### src/rtl/mc_controller_pkg.sv
// Shared MIPS multicycle declarations: opcodes, controller states, ALU op codes.
// The BNE state only exists when MC_BNE_EN is defined.
package mips_decls_p;

  typedef enum logic [5:0] {
    OP_RTYPE = 6'b000000,
    OP_J     = 6'b000010,
    OP_BEQ   = 6'b000100,
    OP_BNE   = 6'b000101,
    OP_ADDI  = 6'b001000,
    OP_ORI   = 6'b001101,
    OP_LW    = 6'b100011,
    OP_SW    = 6'b101011
  } opcode_t;

  typedef enum logic [3:0] {
    S_FETCH   = 4'd0,
    S_DECODE  = 4'd1,
    S_MEMADR  = 4'd2,
    S_MEMRD   = 4'd3,
    S_MEMWB   = 4'd4,
    S_MEMWR   = 4'd5,
    S_EXECUTE = 4'd6,
    S_ALUWB   = 4'd7,
    S_BEQ     = 4'd8,
    S_ADDIEX  = 4'd9,
    S_ORIEX   = 4'd10,
    S_IMMWB   = 4'd11,
    S_JUMP    = 4'd12
`ifdef MC_BNE_EN
    , S_BNE   = 4'd13
`endif
  } mc_state_t;

  localparam logic [1:0] ALUOP_ADD   = 2'b00;
  localparam logic [1:0] ALUOP_SUB   = 2'b01;
  localparam logic [1:0] ALUOP_FUNCT = 2'b10;
  localparam logic [1:0] ALUOP_OR    = 2'b11;

  localparam logic [2:0] ALU_AND = 3'b000;
  localparam logic [2:0] ALU_OR  = 3'b001;
  localparam logic [2:0] ALU_ADD = 3'b010;
  localparam logic [2:0] ALU_SUB = 3'b110;
  localparam logic [2:0] ALU_SLT = 3'b111;

  // Anything not listed here is flagged as illegal in DECODE.
  function automatic logic op_implemented(opcode_t op);
    case (op)
      OP_RTYPE, OP_J, OP_BEQ, OP_ADDI, OP_ORI, OP_LW, OP_SW: return 1'b1;
`ifdef MC_BNE_EN
      OP_BNE: return 1'b1;
`endif
      default: return 1'b0;
    endcase
  endfunction

endpackage

### src/rtl/mc_controller_if.sv
// Controller <-> datapath bundle: instruction fields and flags in, control lines out.
interface mc_controller_if;
  import mips_decls_p::*;

  opcode_t     opcode;
  logic [5:0]  funct;
  logic        zero;

  logic        pcen;
  logic        iord;
  logic        memwrite;
  logic        irwrite;
  logic        regdst;
  logic        memtoreg;
  logic        regwrite;
  logic        alusrca;
  logic        zeroext;
  logic [1:0]  alusrcb;
  logic [1:0]  pcsrc;
  logic [2:0]  alucontrol;
  logic        illegal;

  modport master (
    input  opcode, funct, zero,
    output pcen, iord, memwrite, irwrite, regdst, memtoreg, regwrite,
           alusrca, zeroext, alusrcb, pcsrc, alucontrol, illegal
  );

  modport slave (
    output opcode, funct, zero,
    input  pcen, iord, memwrite, irwrite, regdst, memtoreg, regwrite,
           alusrca, zeroext, alusrcb, pcsrc, alucontrol, illegal
  );
endinterface

### src/rtl/mc_controller_aludec.sv
// ALU decoder: turns the FSM's aluop plus the R-type funct field into an ALU operation.
module aludec
  import mips_decls_p::*;
(
  input  logic [1:0] aluop,
  input  logic [5:0] funct,
  output logic [2:0] alucontrol
);

  always_comb begin
    alucontrol = ALU_ADD;
    case (aluop)
      ALUOP_ADD: alucontrol = ALU_ADD;
      ALUOP_SUB: alucontrol = ALU_SUB;
      ALUOP_OR:  alucontrol = ALU_OR;
      default: begin
        case (funct)
          6'b100000: alucontrol = ALU_ADD;
          6'b100010: alucontrol = ALU_SUB;
          6'b100100: alucontrol = ALU_AND;
          6'b100101: alucontrol = ALU_OR;
          6'b101010: alucontrol = ALU_SLT;
          default:   alucontrol = 3'bxxx;
        endcase
      end
    endcase
  end

endmodule

### src/rtl/mc_controller.sv
// Moore FSM sequencing the shared multicycle MIPS datapath.
// Define MC_BNE_EN to add the BNE instruction; otherwise OP_BNE decodes as illegal.
module mc_controller
  import mips_decls_p::*;
(
  input  logic            clk,
  input  logic            reset,
  mc_controller_if.master bus
);

  mc_state_t  state, next_state, cur;
  logic       pcwrite, branch, branchne;
  logic       iord, memwrite, irwrite, regdst, memtoreg, regwrite, alusrca, zeroext;
  logic [1:0] alusrcb, pcsrc, aluop;
  logic [2:0] alucontrol;
  logic       illegal;

  always_ff @(posedge clk) begin
    if (reset) state <= S_FETCH;
    else       state <= next_state;
  end

  always_comb begin
    next_state = S_FETCH;
    case (state)
      S_FETCH: next_state = S_DECODE;
      S_DECODE: begin
        case (bus.opcode)
          OP_LW, OP_SW: next_state = S_MEMADR;
          OP_RTYPE:     next_state = S_EXECUTE;
          OP_BEQ:       next_state = S_BEQ;
`ifdef MC_BNE_EN
          OP_BNE:       next_state = S_BNE;
`endif
          OP_ADDI:      next_state = S_ADDIEX;
          OP_ORI:       next_state = S_ORIEX;
          OP_J:         next_state = S_JUMP;
          default:      next_state = S_FETCH;
        endcase
      end
      S_MEMADR:  next_state = (bus.opcode == OP_LW) ? S_MEMRD : S_MEMWR;
      S_MEMRD:   next_state = S_MEMWB;
      S_EXECUTE: next_state = S_ALUWB;
      S_ADDIEX:  next_state = S_IMMWB;
      S_ORIEX:   next_state = S_IMMWB;
      default:   next_state = S_FETCH;
    endcase
  end

  // While reset is held the outputs look like FETCH even if the register
  // still holds a mid-instruction state; write strobes are then suppressed.
  assign cur = reset ? S_FETCH : state;

  always_comb begin
    pcwrite  = 1'b0;
    branch   = 1'b0;
    branchne = 1'b0;
    iord     = 1'b0;
    memwrite = 1'b0;
    irwrite  = 1'b0;
    regdst   = 1'b0;
    memtoreg = 1'b0;
    regwrite = 1'b0;
    alusrca  = 1'b0;
    zeroext  = 1'b0;
    alusrcb  = 2'b00;
    pcsrc    = 2'b00;
    aluop    = ALUOP_ADD;
    case (cur)
      S_FETCH:   begin irwrite = 1'b1; pcwrite = 1'b1; alusrcb = 2'b01; end
      S_DECODE:  alusrcb = 2'b11;
      S_MEMADR,
      S_ADDIEX:  begin alusrca = 1'b1; alusrcb = 2'b10; end
      S_ORIEX:   begin alusrca = 1'b1; alusrcb = 2'b10; zeroext = 1'b1; aluop = ALUOP_OR; end
      S_MEMRD:   iord = 1'b1;
      S_MEMWR:   begin iord = 1'b1; memwrite = 1'b1; end
      S_MEMWB:   begin memtoreg = 1'b1; regwrite = 1'b1; end
      S_EXECUTE: begin alusrca = 1'b1; aluop = ALUOP_FUNCT; end
      S_ALUWB:   begin regdst = 1'b1; regwrite = 1'b1; end
      S_IMMWB:   regwrite = 1'b1;
      S_BEQ:     begin alusrca = 1'b1; aluop = ALUOP_SUB; pcsrc = 2'b01; branch = 1'b1; end
`ifdef MC_BNE_EN
      S_BNE:     begin alusrca = 1'b1; aluop = ALUOP_SUB; pcsrc = 2'b01; branchne = 1'b1; end
`endif
      S_JUMP:    begin pcsrc = 2'b10; pcwrite = 1'b1; end
      default:   ;
    endcase
    if (reset) begin
      pcwrite  = 1'b0;
      irwrite  = 1'b0;
      memwrite = 1'b0;
      regwrite = 1'b0;
    end
  end

  assign illegal = !reset && (state == S_DECODE) && !op_implemented(bus.opcode);

  aludec u_aludec (
    .aluop      (aluop),
    .funct      (bus.funct),
    .alucontrol (alucontrol)
  );

  assign bus.pcen       = pcwrite | (branch & bus.zero) | (branchne & ~bus.zero);
  assign bus.iord       = iord;
  assign bus.memwrite   = memwrite;
  assign bus.irwrite    = irwrite;
  assign bus.regdst     = regdst;
  assign bus.memtoreg   = memtoreg;
  assign bus.regwrite   = regwrite;
  assign bus.alusrca    = alusrca;
  assign bus.zeroext    = zeroext;
  assign bus.alusrcb    = alusrcb;
  assign bus.pcsrc      = pcsrc;
  assign bus.alucontrol = alucontrol;
  assign bus.illegal    = illegal;

endmodule

### src/flat_wrapper.sv
// flat-port wrapper written by rule: the top's interface ports become plain ports
module mc_controller_flat import mips_decls_p::*;
  (clk, reset, bus_opcode, bus_funct, bus_zero, bus_pcen, bus_iord, bus_memwrite, bus_irwrite, bus_regdst, bus_memtoreg, bus_regwrite, bus_alusrca, bus_zeroext, bus_alusrcb, bus_pcsrc, bus_alucontrol, bus_illegal);
  mc_controller_if bus_i ();
  input  logic clk;
  input  logic reset;
  input wire logic [$bits(bus_i.opcode)-1:0] bus_opcode;
  input wire logic [$bits(bus_i.funct)-1:0] bus_funct;
  input wire logic [$bits(bus_i.zero)-1:0] bus_zero;
  output wire logic [$bits(bus_i.pcen)-1:0] bus_pcen;
  output wire logic [$bits(bus_i.iord)-1:0] bus_iord;
  output wire logic [$bits(bus_i.memwrite)-1:0] bus_memwrite;
  output wire logic [$bits(bus_i.irwrite)-1:0] bus_irwrite;
  output wire logic [$bits(bus_i.regdst)-1:0] bus_regdst;
  output wire logic [$bits(bus_i.memtoreg)-1:0] bus_memtoreg;
  output wire logic [$bits(bus_i.regwrite)-1:0] bus_regwrite;
  output wire logic [$bits(bus_i.alusrca)-1:0] bus_alusrca;
  output wire logic [$bits(bus_i.zeroext)-1:0] bus_zeroext;
  output wire logic [$bits(bus_i.alusrcb)-1:0] bus_alusrcb;
  output wire logic [$bits(bus_i.pcsrc)-1:0] bus_pcsrc;
  output wire logic [$bits(bus_i.alucontrol)-1:0] bus_alucontrol;
  output wire logic [$bits(bus_i.illegal)-1:0] bus_illegal;
  assign bus_i.opcode = bus_opcode;
  assign bus_i.funct = bus_funct;
  assign bus_i.zero = bus_zero;
  assign bus_pcen = bus_i.pcen;
  assign bus_iord = bus_i.iord;
  assign bus_memwrite = bus_i.memwrite;
  assign bus_irwrite = bus_i.irwrite;
  assign bus_regdst = bus_i.regdst;
  assign bus_memtoreg = bus_i.memtoreg;
  assign bus_regwrite = bus_i.regwrite;
  assign bus_alusrca = bus_i.alusrca;
  assign bus_zeroext = bus_i.zeroext;
  assign bus_alusrcb = bus_i.alusrcb;
  assign bus_pcsrc = bus_i.pcsrc;
  assign bus_alucontrol = bus_i.alucontrol;
  assign bus_illegal = bus_i.illegal;
  mc_controller u_core (.clk(clk), .reset(reset), .bus(bus_i));
endmodule
### config.mk
export PLATFORM = sky130hd
export DESIGN_NAME = mc_controller_flat
export DESIGN_NICKNAME = d
export VERILOG_FILES = /design/src/rtl/mc_controller_pkg.sv /design/src/rtl/mc_controller_if.sv /design/src/rtl/mc_controller_aludec.sv /design/src/rtl/mc_controller.sv /design/src/flat_wrapper.sv
export SDC_FILE = /design/constraint.sdc
export NUM_CORES = 1
export LEC_CHECK = 0
export CAP_MARGIN = 20
export CELL_PAD_IN_SITES_DETAIL_PLACEMENT = 0
export CELL_PAD_IN_SITES_GLOBAL_PLACEMENT = 1
export CORE_UTILIZATION = 29
export DETAILED_ROUTE_END_ITERATION = 8
export MAX_ROUTING_LAYER = met4
export PLACE_DENSITY_LB_ADDON = 0.12
export SLEW_MARGIN = 20
export SYNTH_ARGS = -nofsm -noshare
export SYNTH_HDL_FRONTEND = slang
export SYNTH_SLANG_ARGS = --single-unit
### constraint.sdc
create_clock -name clk -period 2.16 [get_ports clk]
set_input_delay 0.324 -clock clk [delete_from_list [all_inputs] [get_ports clk]]
set_output_delay 0.324 -clock clk [all_outputs]
set_load 0.1 [all_outputs]
After elaboration in Yosys (flattened, before gate mapping)
Cells that the tools add are included.
{"block": "classes", "eq_ne": 31, "muxes": 24, "bitwise": 2, "reduce_logical": 16}
{"cell": "one-hot mux 4 bit (6 select lines)", "count": 2}
{"cell": "== test 6 bit, second input constant", "count": 7}
{"cell": "== test 4 bit, second input constant", "count": 7}
{"cell": "== test 4 x 3 -> 1 bit, second input constant", "count": 5}
{"cell": "== test 4 x 2 -> 1 bit, second input constant", "count": 4}
{"cell": "2-to-1 mux 1 bit", "count": 15}
{"cell": "one-hot mux 3 bit (5 select lines)", "count": 1}
{"cell": "== test 6 x 4 -> 1 bit, second input constant", "count": 2}
{"cell": "one-hot mux 2 bit (3 select lines)", "count": 2}
{"cell": "one-hot mux 3 bit (3 select lines)", "count": 1}
{"cell": "== test 4 x 1 -> 1 bit, second input constant", "count": 2}
{"cell": "logical NOT 4 bit", "count": 2}
{"cell": "OR reduction 2 bit", "count": 4}
{"cell": "OR reduction 7 bit", "count": 1}
{"cell": "== test 6 x 2 -> 1 bit, second input constant", "count": 1}
{"cell": "== test 6 x 3 -> 1 bit, second input constant", "count": 1}
{"cell": "logical NOT 6 bit", "count": 1}
{"cell": "OR reduction 3 bit", "count": 2}
{"cell": "OR reduction 5 bit", "count": 1}
{"cell": "2-to-1 mux 4 bit", "count": 1}
{"cell": "one-hot mux 2 bit (2 select lines)", "count": 1}
{"cell": "2-to-1 mux 3 bit", "count": 1}
{"cell": "== test 2 x 1 -> 1 bit, second input constant", "count": 1}
{"cell": "== test 2 bit, second input constant", "count": 1}
{"cell": "5 further kinds", "count": 7}
{"block": "totals", "reg_bits": 4, "in_bits": 15, "output_inout_bits": 17, "wordCells": 74}

Depth between registers and ports, before layout
Gate-level depths: netlist (run 1).
{"block": "logic_depth", "ltp_word": 6, "depth_mapped": 6}

By module
A second synthesis (run 1) with hierarchy kept.
{"block": "hier_totals", "hier_cells": 104, "hier_area_um2": 703.2}
{"mod": "mc_controller", "instances": 1, "cells_per_inst": 93, "area_each_um2": 621.8, "seq_area_each_um2": 80.1}
{"mod": "aludec", "instances": 1, "cells_per_inst": 11, "area_each_um2": 81.3, "seq_area_each_um2": 0.0}

Worst setup path after synthesis (run 1)
OpenSTA, ideal clock, no wires.
{"block": "synth_path", "kind": "input to output", "from": "input port bus_funct[4]", "to": "output port bus_alucontrol[0]", "arrival_time_ns": 3.101, "required_time_ns": 1.836, "slack_ns": -1.265, "cell_stages": 4, "path_cell_list": "nand2b_4 -> nor4b_2 -> a222oi_1 -> a211oi_1"}
{"block": "synth_via", "elab_chain_cells": 3, "elab_cells_between_ends": 7}
{"item": "start, declared", "line_no": "flat_wrapper.sv:8", "text": "input wire logic [$bits(bus_i.funct)-1:0] bus_funct;"}
{"item": "== test 6 bit", "line_no": "mc_controller_aludec.sv:17", "text": "case (funct)"}
{"item": "one-hot mux 3 bit (5 select lines) (*)", "line_no": "mc_controller_aludec.sv:17"}
{"item": "one-hot mux 3 bit (3 select lines) (*)", "line_no": "mc_controller_aludec.sv:12", "text": "case (aluop)"}
{"item": "end, declared", "line_no": "flat_wrapper.sv:21", "text": "output wire logic [$bits(bus_i.alucontrol)-1:0] bus_alucontrol;"}
Every way passes the cells marked *; elsewhere a longest branch is shown, timed or not.

Final worst setup path (run 1)
{"block": "layout_path", "from": "input port bus_funct[1]", "to": "output port bus_alucontrol[0]"}
The elaborated chain is that of the path after synthesis.

==> results of run 1 <==
[cell type report]
class	instances	area, sq um	share of cell area (%)
timing repair buffer	46	598	45.1
multi-input combinational	73	577	43.5
inverter	4	15.0	1.13
tap	27	33.8	2.55
clock buffer	3	22.5	1.70
sequential	4	80.1	6.04
[power by group]
part	total, mW	leakage (nW)	switching, mW	internal (mW)
Clock	0.0967	0.0138	0.0343	0.0624
Combinational	0.203	0.466	0.114	0.0884
Sequential	0.0804	0.0326	0.00372	0.0767
[final timing paths]
| check | from | endpoint | slack [ns] | cells after the start |
|---|---|---|---|---|
| setup / recovery | bus_funct[1] | bus_alucontrol[0] | 0.08 | 5 |
| hold / removal | u_core.state[3] | u_core.state[2] | 0.61 | 2 |
| setup reg to reg | u_core.state[1] | u_core.state[1] | 0.70 | 4 |
| hold reg to reg | u_core.state[3] | u_core.state[2] | 0.61 | 2 |
[metal layers]
layer | wire (um) | GRT usage [%] | vias to the layer above
met5 | 0 | - | -
met4 | 10 | 5.88 | 0
met3 | 124 | 5.61 | 3
met2 | 1030 | 34.2 | 29
met1 | 778 | 19.9 | 352
li1 | - | - | 408
[cell usage after synthesis, types with 2 or more instances]
| cell | instances | area share (%) |
|---|---|---|
| xnor2_1 | 2 | 2.7 |
| a21o_1 | 2 | 2.3 |
| nor2b_1 | 2 | 1.9 |
| dfxtp_1 | 4 | 12 |
| nand3b_1 | 2 | 2.3 |
| a21boi_0 | 2 | 2.3 |
| nor3_1 | 10 | 7.8 |
| a31oi_1 | 2 | 1.9 |
| nor4b_2 | 2 | 4.7 |
| a21oi_1 | 4 | 3.1 |
| and3_1 | 2 | 1.9 |
| nand2_1 | 6 | 3.5 |
| o21ai_0 | 3 | 2.3 |
| nand2b_1 | 2 | 1.9 |
| buf_6 | 4 | 7.0 |
| buf_2 | 2 | 1.6 |
| nor2_1 | 13 | 7.6 |
| inv_1 | 4 | 2.3 |
[critical path: stages]
cell and delay [ns]:
clkdlybuf4s50_1 0.47, nor4b_4 0.31, a222oi_1 0.15, a211oi_2 0.29, buf_12 0.21
[what timing repair did]
item,4_1_cts,5_1_grt
endpoints found under the setup margin,1,1
pin swaps,1,3
gates resized for setup,0,4
[kinds of logic (layout without fill, tap and decap cells)]
group,after synthesis,in the layout,synth area share [%]
buf+inv,12,53,12.8
flops,4,4,12.4
xor+xnor,3,3,4.07
compound gates,23,23,27.1
simple gates,47,47,43.6
[per-stage QoR]
step           hold WS (ns)  cells
6_report              0.605    157
5_1_grt               0.657    157
4_1_cts               0.611    157
3_5_place_dp          0.606    154
3_3_place_gp          0.599    154
2_1_floorplan         0.546     89
==> run_results.csv, run 1 <==
group,metric,value,unit
sta,skew,0.00311,ns
finish,final_util,65.6,%
placed_design,routabilityCongestion,0.751,
cts,numCtsBuffers,3,
worst_setup_path,cp_max_fo,2,
global_route,grt_max_degree,16,
global_route,grt_antenna_before_repair,0,
finish,drive_gt1_share,43.8,%
yosys,synth_cell_types,39,
power_and_ir_drop,power.total,0.380,mW
global_route,overflow,0,
sta,fmax,0.482,GHz
cts,cts.sinks,4,
sta,setup_slack,0.0839,ns
floorplanning,rows,16,
finish,regMostFlops,"u_core.state",
sta,finalSetupViolCount,0,
finish,fin_nets,147,
drt,antenna_left,0,
worst_setup_path,crit_required,1.84,ns
yosys,synth_cells,89,
finish,diodes,0,
drt,vias_per_cell,5.04,
cts,cts_root_buf,"clkbuf_4",
yosys,synth_edf_count,0,
sta,fin_tns_setup,0,ns
finish,largest_reg_flops,4,
floorplanning,io_pins,32,
cts,ctsHtreeMaxLevel,1,
placed_design,io_buffers,31,
cts,cts_setup_buffers,0,
sta,slew_viol_final,0,
floorplanning,die_w,49.2,um
sta,min_period,2.08,ns
yosys,synth_flop_cell,"dfxtp_1",
placed_design,postPlaceCellArea,1280,sq um
finish,final_common_cell,"buf_12",
yosys,avgSynthCellArea,7.25,sq um
yosys,ys_seq_area_share,12.4,%
worst_setup_path,worstPathArrival,1.75,ns
yosys,ys_warn_count,0,
placed_design,place_ws,-0.00450,ns
yosys,syn-num-nets,104,
finish,fillers,181,
power_and_ir_drop,ir_worst_vdd,0.000284,V
finish,area_growth,105,%
cts,cts_hold_buf,0,
placed_design,hpwl,1620,um
global_route,grt_pass1_wl,3450,um
finish,layout_common_cells,"buf_12 (17), buf_4 (15), clkdlybuf4s50_1 (12), nor2_1 (10), nor3_2 (7)",
cts,cts_tree,"built",
sta,final_hold_viol_count,0,
drt,first_pass_iters,4,
worst_hold_path,hold_path.class,"flip-flop to flip-flop",
run,maxCapViolations,0,
sta,slew_headroom,63.3,%
yosys,synthArstFlopShare,0,%
floorplanning,die_h,49.2,um
sta,worst_pin_slew,0.550,ns
floorplanning,die_area,2420,sq um
drt,routedWlPerCell,12.4,um
sta,min_period_over_period,96.1,%
cts,clock_latency,0.24,ns
floorplanning,start_util,31.9,%
cts,clkTransAtPathRegs,0.04,ns
cts,cts_max_path_buffers,2,
run_status,outcome,"completed",
drt,routed_wl,1950,um
sta,rsz0062_at_grt,"false",
power_and_ir_drop,p_leak,0.513,nW
worst_setup_path,critPathLaunchType,"input port",
floorplanning,fp.coreArea,2020,sq um
worst_setup_path,cp-end-kind,"output port",
worst_setup_path,critPathKind,"input port to output port",
global_route,grt_pass1_vias,770,
global_route,grtUsageTotal,19.1,%
drt,num_vias,792,
yosys,synth_area,646,sq um
drt,remaining_drc_errors,0,
drt,drt_first_iter_violations,8,
finish,reg_top3,"u_core.state (4)",
power_and_ir_drop,power_density,287,nW/um^2
finish,final_cell_area,1330,sq um
yosys,ys_seq_elements,4,
Note: power is estimated with default switching activity, not from simulation.
==> run 2: changes to the inputs <==
Settings changed: CAP_MARGIN 20 to not set.
Clock period 2.16 ns to 2.59 ns, I/O delays scaled along.
==> run_results.csv, run 2 (synthesis results as in run 1) <==
group,metric,value,unit
floorplanning,io_pins,32,
worst_setup_path,cpPeakStageDelay,0.50,ns
drt,num_vias,765,
global_route,grt_max_degree,16,
placed_design,dp.cells,142,
worst_setup_path,critPathKind,"input port to output port",
sta,skew,0.000106,ns
power_and_ir_drop,p_leak,0.424,nW
sta,slew_viol_final,0,
sta,worst_hold_slack,0.678,ns
drt,routed_wl,1930,um
floorplanning,start_util,31.9,%
power_and_ir_drop,power.total,0.295,mW
finish,reg_top3,"u_core.state (4)",
global_route,met1_usage,18.9,%
sta,setup_slack,0.284,ns
sta,final_hold_viol_count,0,
power_and_ir_drop,ir_worst_vdd,0.000208,V
sta,fmax,0.434,GHz
run,maxCapViolations,0,
global_route,busiest_layer,"met2",
cts,cts_tree,"built",
sta,min_period,2.31,ns
finish,drive_gt1_share,35.6,%
finish,final_cell_area,1190,sq um
finish,area_growth,83.9,%
finish,largest_reg_flops,4,
worst_setup_path,cp-end-kind,"output port",
placed_design,place_ws,0.278,ns
worst_setup_path,cp_max_fo,2,
worst_setup_path,crit_chain,"clkdlybuf4s50_1 -> nand2b_4 -> nor4b_2 -> a222oi_1 -> a211oi_2 -> buf_12",
finish,layout_common_cells,"buf_12 (17), clkdlybuf4s50_1 (14), nor2_1 (13), nor3_2 (9), nand2_1 (6)",
drt,routedWlPerCell,13.3,um
sta,slew_headroom,62.7,%
sta,rsz0062_at_grt,"false",
floorplanning,die_area,2420,sq um
finish,diodes,0,
cts,cts_max_path_buffers,2,
drt,antenna_left,0,
finish,fin_nets,135,
sta,finalSetupViolCount,0,
placed_design,postPlaceCellArea,1160,sq um
floorplanning,die_h,49.2,um
global_route,overflow,0,
cts,cts_setup_buffers,0,
placed_design,io_buffers,31,
sta,min_period_over_period,89.0,%
worst_setup_path,worstPathArrival,1.92,ns
global_route,grt_use_met3,3.12,%
drt,drt_first_iter_violations,10,
global_route,grt_pass1_wl,3340,um
cts,clock_latency,0.23,ns
global_route,grtUsageTotal,17.8,%
finish,regMostFlops,"u_core.state",
cts,cts_root_buf,"clkbuf_4",
power_and_ir_drop,power_density,248,nW/um^2
sta,fin_tns_setup,0,ns
cts,clkTransAtPathRegs,0.04,ns
worst_hold_path,hold_path.class,"flip-flop to flip-flop",
global_route,grt_antenna_before_repair,0,
drt,first_pass_iters,4,
cts,cts_hold_buf,0,
cts,ctsHtreeMaxLevel,1,
worst_setup_path,crit_required,2.20,ns
placed_design,routabilityCongestion,0.812,
floorplanning,rows,16,
floorplanning,fp.coreArea,2020,sq um
floorplanning,die_w,49.2,um
cts,cts.sinks,4,
placed_design,hpwl,1580,um
finish,final_util,58.7,%
finish,fin_cells,145,
worst_setup_path,critPathLaunchType,"input port",
sta,worst_pin_slew,0.559,ns
cts,numCtsBuffers,3,
worst_setup_path,crit_buf_inv,2,
drt,vias_per_cell,5.28,
global_route,use_met2,32.2,%
drt,remaining_drc_errors,0,
worst_setup_path,slowest_stage,"clkdlybuf4s50_1",
finish,final_common_cell,"buf_12",
worst_setup_path,path_delay_family,"buffers and inverters",
run_status,outcome,"completed",
cts,cts.repair.resized,0,
global_route,grt_pass1_vias,772,
==> run 2: area by class of cell <==
cell class	count	area (sq um)
inverter	4	15.0
multi-input combinational	73	533
clock buffer	3	22.5
tap	27	33.8
sequential	4	80.1
timing repair buffer	34	503
fill	188	835
==> run 2: worst reg2reg max path: stages, from the launching register on <==
cell	delay, ns
dfxtp_1	0.66
xnor2_1	0.26
nor3_1	0.12
a41oi_1	0.20
o21ai_1	0.09
==> run 2: power breakdown <==
part / internal, mW / switching [mW]
Sequential: 0.0640 / 0.00713
Clock: 0.0519 / 0.0259
Combinational: 0.0603 / 0.0858
==> run 2: per-layer routing <==
| metal | share of wire [%] | wire, um | vias up |
|---|---|---|---|
| met2 | 52 | 1010 | 31 |
| li1 | - | - | 383 |
| met4 | 1.5 | 29 | 0 |
| met5 | 0 | 0 | - |
| met1 | 40 | 780 | 347 |
| met3 | 5.6 | 107 | 4 |
==> run 2: final timing paths <==
| check | from | end | slack (ns) | cells past startpoint |
|---|---|---|---|---|
| max | bus_funct[5] | bus_alucontrol[0] | 0.28 | 6 |
| min | u_core.state[3] | u_core.state[2] | 0.68 | 1 |
| max reg2reg | u_core.state[1] | u_core.state[1] | 1.14 | 4 |
| min reg2reg | u_core.state[3] | u_core.state[2] | 0.68 | 1 |
